--- src/rtl/dot_pkg.sv ---
// Shared constants for the dot-matrix display path.
// The frame buffer and the row-scan counter both use these values.
package dot_pkg;
   localparam int ROWS  = 8;
   localparam int COLS  = 8;
   localparam int ROW_W = 3;

   typedef logic [ROW_W-1:0] row_t;

   localparam row_t LAST_ROW = row_t'(ROWS - 1);
endpackage

--- src/rtl/dot_bank.sv ---
// One 8 x COLS frame bank.
// It has one synchronous row-write port and one combinational row-read port.
// A whole-bank load port is used to copy the other bank on a swap.
// The whole contents are also exported so the other bank can load them.
module dot_bank
   import dot_pkg::*;
(
   input  logic                       clk,
   input  logic                       rst_n,
   input  logic                       i_we,
   input  row_t                       i_waddr,
   input  logic [COLS-1:0]            i_wdata,
   input  logic                       i_ld,
   input  logic [ROWS-1:0][COLS-1:0]  i_ld_data,
   input  row_t                       i_raddr,
   output logic [COLS-1:0]            o_rdata,
   output logic [ROWS-1:0][COLS-1:0]  o_mem
);

   logic [ROWS-1:0][COLS-1:0] r_mem;

   // Storage: a whole-bank load takes priority over a single-row write.
   // The front-end never issues both in the same cycle anyway.
   always_ff @(posedge clk or negedge rst_n) begin
      if (!rst_n)
         r_mem <= '0;
      else if (i_ld)
         r_mem <= i_ld_data;
      else if (i_we)
         r_mem[i_waddr] <= i_wdata;
   end

   assign o_rdata = r_mem[i_raddr];
   assign o_mem   = r_mem;

endmodule

--- src/rtl/dot_frame_buf.sv ---
// Double-buffered 8x8 frame store for the dot-matrix display.
// The CPU writes the back bank, and the scan side reads the front bank.
// A swap request waits until the frame boundary (scan row 7 -> 0),
// so a displayed frame is never torn.
// Optional: DOT_FRAME_COPY_EN makes the swap also copy the new front bank
// into the new back bank, so both banks are equal after a swap.
module dot_frame_buf
   import dot_pkg::*;
(
   input  logic                clk,
   input  logic                rst_n,
   input  logic                wr_en,
   input  logic [ROW_W-1:0]    wr_row,
   input  logic [COLS-1:0]     wr_data,
   output logic                wr_ready,
   input  logic                swap_req,
   output logic                swap_ack,
   input  logic [ROW_W-1:0]    scan_row,
   output logic [COLS-1:0]     col_out,
   output logic [ROWS-1:0]     row_sel
);

   logic                       r_front;
   logic                       r_pending;
   row_t                       r_prev_row;

   logic                       w_boundary;
   logic                       w_swap;
   logic                       w_front_next;
   logic                       w_wr_fire;
   logic                       w_we0, w_we1;
   logic                       w_ld0, w_ld1;
   logic [COLS-1:0]            w_rd0, w_rd1;
   logic [ROWS-1:0][COLS-1:0]  w_mem0, w_mem1;

   assign w_boundary   = (r_prev_row == LAST_ROW) && (scan_row == '0);
   assign w_swap       = w_boundary && r_pending;
   // The new frame's row 0 must already come from the new front bank.
   assign w_front_next = r_front ^ w_swap;

   // Writes are blocked while a swap is pending. For that reason a write
   // and a swap never happen in the same cycle.
   assign wr_ready  = ~r_pending;
   assign w_wr_fire = wr_en && ~r_pending;
   assign w_we0     = w_wr_fire &&  r_front;
   assign w_we1     = w_wr_fire && ~r_front;

`ifdef DOT_FRAME_COPY_EN
   // The old front bank becomes the new back bank.
   // It takes a copy of the old back bank, which is the new front.
   assign w_ld0 = w_swap && ~r_front;
   assign w_ld1 = w_swap &&  r_front;
`else
   assign w_ld0 = 1'b0;
   assign w_ld1 = 1'b0;
`endif

   dot_bank u_bank0 (
      .clk       (clk),
      .rst_n     (rst_n),
      .i_we      (w_we0),
      .i_waddr   (wr_row),
      .i_wdata   (wr_data),
      .i_ld      (w_ld0),
      .i_ld_data (w_mem1),
      .i_raddr   (scan_row),
      .o_rdata   (w_rd0),
      .o_mem     (w_mem0)
   );

   dot_bank u_bank1 (
      .clk       (clk),
      .rst_n     (rst_n),
      .i_we      (w_we1),
      .i_waddr   (wr_row),
      .i_wdata   (wr_data),
      .i_ld      (w_ld1),
      .i_ld_data (w_mem0),
      .i_raddr   (scan_row),
      .o_rdata   (w_rd1),
      .o_mem     (w_mem1)
   );

   // Swap control. A request while one is already pending is dropped.
   // A request in a boundary cycle waits for the next boundary.
   always_ff @(posedge clk or negedge rst_n) begin
      if (!rst_n) begin
         r_front    <= 1'b0;
         r_pending  <= 1'b0;
         r_prev_row <= '0;
         swap_ack   <= 1'b0;
      end else begin
         r_prev_row <= scan_row;
         r_front    <= w_front_next;
         swap_ack   <= w_swap;
         if (w_swap)
            r_pending <= 1'b0;
         else if (swap_req)
            r_pending <= 1'b1;
      end
   end

   // Registered scan outputs, one cycle behind scan_row.
   always_ff @(posedge clk or negedge rst_n) begin
      if (!rst_n) begin
         col_out <= '0;
         row_sel <= '0;
      end else begin
         col_out <= w_front_next ? w_rd1 : w_rd0;
         row_sel <= ROWS'(1) << scan_row;
      end
   end

endmodule

--- config.mk ---
export PLATFORM = sky130hd
export DESIGN_NAME = dot_frame_buf
export DESIGN_NICKNAME = d
export VERILOG_FILES = /design/src/rtl/dot_pkg.sv /design/src/rtl/dot_bank.sv /design/src/rtl/dot_frame_buf.sv
export SDC_FILE = /design/constraint.sdc
export NUM_CORES = 1
export LEC_CHECK = 0
export BUFFER_PORTS_ARGS = -buffer_cell sky130_fd_sc_hd__buf_2
export CORE_ASPECT_RATIO = 1.4
export CORE_MARGIN = 3
export CORE_UTILIZATION = 60
export DETAILED_ROUTE_END_ITERATION = 6
export PLACE_DENSITY = 0.87
export SLEW_MARGIN = 25
export SYNTH_ARGS = -nofsm -noshare
export SYNTH_HDL_FRONTEND = slang
export SYNTH_HIERARCHICAL = 1
export SYNTH_SLANG_ARGS = --single-unit
--- constraint.sdc ---
create_clock -name clk -period 2.6 [get_ports clk]
set_clock_uncertainty 0.2 [all_clocks]
set_input_delay 0.13 -clock clk [delete_from_list [all_inputs] [get_ports clk]]
set_output_delay 0.13 -clock clk [all_outputs]
set_load 0.01 [all_outputs]
# --- Word-level counts from Yosys, hierarchy flattened ---
# Index checks and enable logic that the tools add are counted.
word_totals:
  regBits: 150
  output_inout_bits: 18
  input_bits: 18
  wordCells: 49
op_classes:
  eq_ne: 1
  n_lt_le_gt_ge: 3
  n_reduce_logical: 8
  n_shift: 1
  bitwise: 3
  mux: 11
ops:
  columns: ["operator", "count"]
  rows:
  - ["$bwmux W64", 2]
  - ["$bmux W8 S3", 2]
  - ["$mux W8", 4]
  - ["$demux W8 S3", 1]
  - ["$lt A3 B4 Y1 const B", 2]
  - ["$shl A1 B3 Y8 const A", 1]
  - ["$logic_and A1 B1 Y1", 6]
  - ["$eq A3 B3 Y1 const B", 1]
  - ["$ge A3 B1 Y1 const B", 1]
  - ["$logic_not A3 Y1", 1]
  - ["$mux W1", 2]
  - ["$not A1 Y1", 2]
  - ["$reduce_bool A2 Y1", 1]
  - ["$xor A1 B1 Y1", 1]

# --- Depth between registers and ports, before layout ---
depth:
  word_depth: 5
  mapped_depth: 8
  ltp_nobuf: 5

# --- Cells and area by module ---
# Netlist, hierarchy kept.
by_module_without_submodules:
  columns: ["module", "cells_each", "instances", "area_per_inst_um2"]
  rows:
  - ["dot_bank", 322, 2, 3544.6]
  - ["dot_frame_buf", 97, 1, 1042.2]

# --- Worst setup path before layout ---
# OpenSTA, ideal clock, no wires.
synth_path:
  path_kind: "reg2reg"
  startpoint: "reg r_front"
  endpoint: "reg u_bank1.r_mem (netlist bit u_bank1/o_mem[32])"
  synth_period_minus_slack_ns: 2.117
  t_arrival_ns: 1.794
  setup_slack_ns: 0.483
  path_stages_with_launch: 9
  setup_time_ns: 0.123
  path_cell_list: "dfrtp_1 > clkbuf_1 > buf_2 > clkinv_1 > and3_1 > nor4bb_1 > buf_2 > mux2i_1 > o21ai_0"
synth_between:
  elab_chain_cells: 2
synth_lines:
  columns: ["element", "line", "rtl"]
  rows:
  - ["start, declared", "dot_frame_buf.sv:23", "logic r_front;"]
  - ["start signal, assigned", "dot_frame_buf.sv:94", "r_front <= w_front_next;"]
  - ["$not A1 Y1", "dot_frame_buf.sv:46", "assign w_we1 = w_wr_fire && ~r_front;"]
  - ["$logic_and A1 B1 Y1", "dot_frame_buf.sv:46", null]
  - ["named net w_we1", "dot_frame_buf.sv:31", "logic w_we0, w_we1;"]
  - ["end signal, assigned", "dot_bank.sv:28", "r_mem <= i_ld_data;"]
  - ["end signal, assigned by index", "dot_bank.sv:30", "r_mem[i_waddr] <= i_wdata;"]
  - ["end, declared", "dot_bank.sv:20", "logic [ROWS-1:0][COLS-1:0] r_mem;"]
# The timed path passes the listed nets, and every way through them passes these cells.
# A chain may end at the register's enable or synchronous reset.

# --- Worst setup path after layout ---
layout_path:
  startpoint: "reg r_front"
  endpoint: "reg u_bank0.r_mem (netlist bit u_bank0/o_mem[42])"
layout_between:
  elab_chain_cells: 1
layout_lines:
  columns: ["element", "line", "rtl"]
  rows:
  - ["$logic_and A1 B1 Y1", "dot_frame_buf.sv:45", "assign w_we0 = w_wr_fire && r_front;"]
  - ["named net w_we0", "dot_frame_buf.sv:31", null]
  - ["end signal, assigned", "dot_bank.sv:28", null]
  - ["end signal, assigned by index", "dot_bank.sv:30", null]
  - ["end, declared", "dot_bank.sv:20", null]
# The timed path passes the listed nets, and every way through them passes these cells.

==> flow_summary.toml <==
[outcome]
status = "complete, no violations"

[die]
core_area_um2 = 13060
initial_core_util = 0.6227
die_y_um = 143.7
die_w_um = 104.4
dieArea_um2 = 15010
row_count = 49
ios = 36

[detailed_routing]
avgViaCountPerCell = 6.914
wl_um = 23200
dr.pass1.iters = 6
drc = 0
drt_iter0_markers = 778
antenna_left = 0
vias = 6658
post_drt_wl_per_cell_um = 24.09

[timing]
hold_viol = 0
drv_slew = 0
min_period_over_period = 0.9446
max_freq_mhz = 407.2
rsz0062_at_grt = "false"
holdWs_ns = 0.09819
finalSetupTns_ns = 0
maxSlewHeadroom = 0.4053
setup_viol = 0
worst_pin_slew_ns = 0.8920
min_period_ns = 2.456

[hold_path]
hp-class = "input pin to async pin"

[global_route]
grt_pass1_vias = 6646
grt_util_all_layers = 0.3176
grt_pass1_wl_um = 36340
antenna_found_initial = 2
grt_overflow = 0
grt_max_degree = 101

[yosys]
syn_inst = 741
synthArstFlopShare = 1.000
netlist_area_um2 = 8132
synth_edf_count = 0
synth_area_per_cell_um2 = 10.97
synthFlopType = "dfrtp_1"
ys_seq_area_frac = 0.4616
synth.distinct_cells = 36
yosysWarnings = 6
yosys_register_bits = 150

[clock_network]
cts.clk_slew.worst_paths_ns = 0.06
htreeDepth = 4
cts-root-buf = "clkbuf_16"
cts_buffers = 17
clock_sinks = 150
cts_tree = "yes"
worstSkewPairLatency_ns = 0.42
ctsLongestPathBuffers = 2

[placed_design]
port_buffers = 35
hpwlAfterDp_um = 13670
dp.cells = 917
gp_congestion = 0.8443

[worst_setup_path]
required_ns = 2.70
crit_path_start_kind = "flop"
crit_type = "flop to flop"
arrival_ns = 2.56
critical_path.endpoint_type = "flop"
path_max_fanout = 10
r2r_slack_ns = 0.14

[cells_and_area]
area_growth_pct = 12.93
post-route-util = 0.7032
drive_gt1_frac = 0.1660
stdcell_count = 963
nets = 788

[flow_run]
cap_violations = 0

[power_and_ir_drop]
irDropWorstVdd_uv = 461.0
p_leak_uw = 0.004364
p_per_area_nw_per_um2 = 635.4
==> cells by family (layout without fill, tap and decap cells) <==
| kind of cell | count (synthesis) | in the layout | synth area share |
|---|---|---|---|
| AND/OR/NAND/NOR | 192 | 192 | 0.1092 |
| multiplexers | 176 | 176 | 0.2822 |
| other | 1 | 6 | 0.0004612 |
| AO/OA/AOI/OAI | 144 | 144 | 0.09663 |
| XOR/XNOR | 1 | 1 | 0.001077 |
| buffers and inverters | 77 | 116 | 0.04878 |
| flip-flops | 150 | 150 | 0.4616 |
==> critical path: stages, from the launching register on <==
cell and delay [ns]:
dfrtp_1 0.39, buf_4 0.20, and3_1 0.33, nand4b_1 0.55, buf_4 0.39, mux2i_1 0.18
o21ai_0 0.09
==> sequential cells by signal, summed over array words and instances (netlist names) <==
register,count
col_out,8
r_front,1
r_pending,1
r_prev_row,3
row_sel,8
swap_ack,1
u_bank0/o_mem,64
u_bank1/o_mem,64
==> final cells by class <==
type / instances / area [um^2]
clock buffers: 20 / 436.7
repair buffers: 81 / 581.8
diodes: 2 / 5.005
inverters: 3 / 23.77
clock inverters: 12 / 128.9
fillers: 829 / 3876
multi-input cells: 517 / 4030
flip-flops and latches: 150 / 3754
well taps: 178 / 222.7
==> per-layer routing <==
metal | part of all wire | track usage | vias up | wire (um)
li1 | - | - | 2730 | -
met1 | 0.35 | 0.3628 | 3309 | 8162
met2 | 0.49 | 0.5327 | 473 | 11370
met3 | 0.090 | 0.08045 | 146 | 2092
met4 | 0.068 | 0.2087 | 0 | 1574
met5 | 0 | 0 | - | 0
==> cell usage after synthesis, types with 2 or more instances <==
| library cell | number | area [um^2] |
|---|---|---|
| nand2_1 | 145 | 544.3 |
| nor2_1 | 3 | 11.26 |
| buf_2 | 17 | 85.08 |
| nand4b_1 | 6 | 52.55 |
| nor3_1 | 8 | 40.04 |
| clkbuf_1 | 38 | 142.6 |
| buf_1 | 12 | 45.04 |
| mux4_1 | 30 | 788.3 |
| nand2b_1 | 8 | 50.05 |
| mux2_2 | 16 | 180.2 |
| a311o_1 | 8 | 80.08 |
| dfrtp_1 | 150 | 3754 |
| o21ai_0 | 128 | 640.6 |
| nand4_1 | 3 | 18.77 |
| nor4bb_1 | 4 | 40.04 |
| mux2i_1 | 128 | 1281 |
| buf_6 | 4 | 45.04 |
| and3b_2 | 2 | 20.02 |
| and3_1 | 2 | 12.51 |
| mux4_2 | 2 | 45.04 |
| a22oi_1 | 7 | 52.55 |
| nor4b_1 | 2 | 17.52 |
| and4bb_2 | 2 | 25.02 |
| nor3b_1 | 3 | 22.52 |
| buf_12 | 2 | 40.04 |
==> timing repair <==
item / 4_1_cts / 5_1_grt
hold endpoints to repair: 163 / 0
resized for setup: 0 / 0
buffers inserted: 0 / 0
hold buffers: 12 / 0
setup endpoints to repair: 0 / 0
==> worst paths after layout <==
check,cells after the start,start,to
worst max-delay path,6,r_front$_DFF_PN0_,u_bank0/o_mem[42]$_DFFE_PN0P_
worst min-delay path,2,rst_n,u_bank0/o_mem[59]$_DFFE_PN0P_
worst max register to register,6,r_front$_DFF_PN0_,u_bank0/o_mem[42]$_DFFE_PN0P_
worst min register to register,2,u_bank0/o_mem[18]$_DFFE_PN0P_,u_bank0/o_mem[18]$_DFFE_PN0P_
max in group asynchronous,3,rst_n,u_bank0/o_mem[18]$_DFFE_PN0P_
min in group clk,2,scan_row[2],r_prev_row[2]$_DFF_PN0_
==> where the power goes <==
part	total, uW	switching (uW)	internal [uW]
Clock	2370	963	1410
Combinational	792	473	320
Sequential	2670	156	2510
==> cell usage in the layout (no fill, tap or decap), drive strengths merged <==
| master | n |
|---|---|
| nor4bb | 4 |
| inv | 2 |
| nand2b | 8 |
| buf | 69 |
| conb | 4 |
| nand2 | 145 |
| nor3b | 3 |
| clkinvlp | 3 |
| a311o | 8 |
| clkbuf | 20 |
| clkinv | 8 |
| bufinv | 2 |
| nor4b | 2 |
| xnor2 | 1 |
| and3b | 2 |
| nand4 | 3 |
| mux4 | 32 |
| nand4b | 6 |
| or3 | 1 |
| mux2 | 16 |
| o21ai | 128 |
| nor3 | 8 |
| dfrtp | 150 |
| a22oi | 8 |
| mux2i | 128 |
| and4 | 1 |
| diode | 2 |
| and4bb | 2 |
| and3 | 3 |
| dlygate4sd3 | 12 |
| nor2 | 4 |
==> per-stage QoR <==
step	cell area (um^2)	worst slack, ns	power (uW)
6_report	9183	0.1440	5834
3_5_place_dp	8492	0.2227	3409
5_1_grt	9183	0.06680	6037
4_1_cts	9178	0.2276	5785
2_1_floorplan	8143	0.4827	3141
3_3_place_gp	8492	0.3316	3347
(Power assumes the default switching activity.)
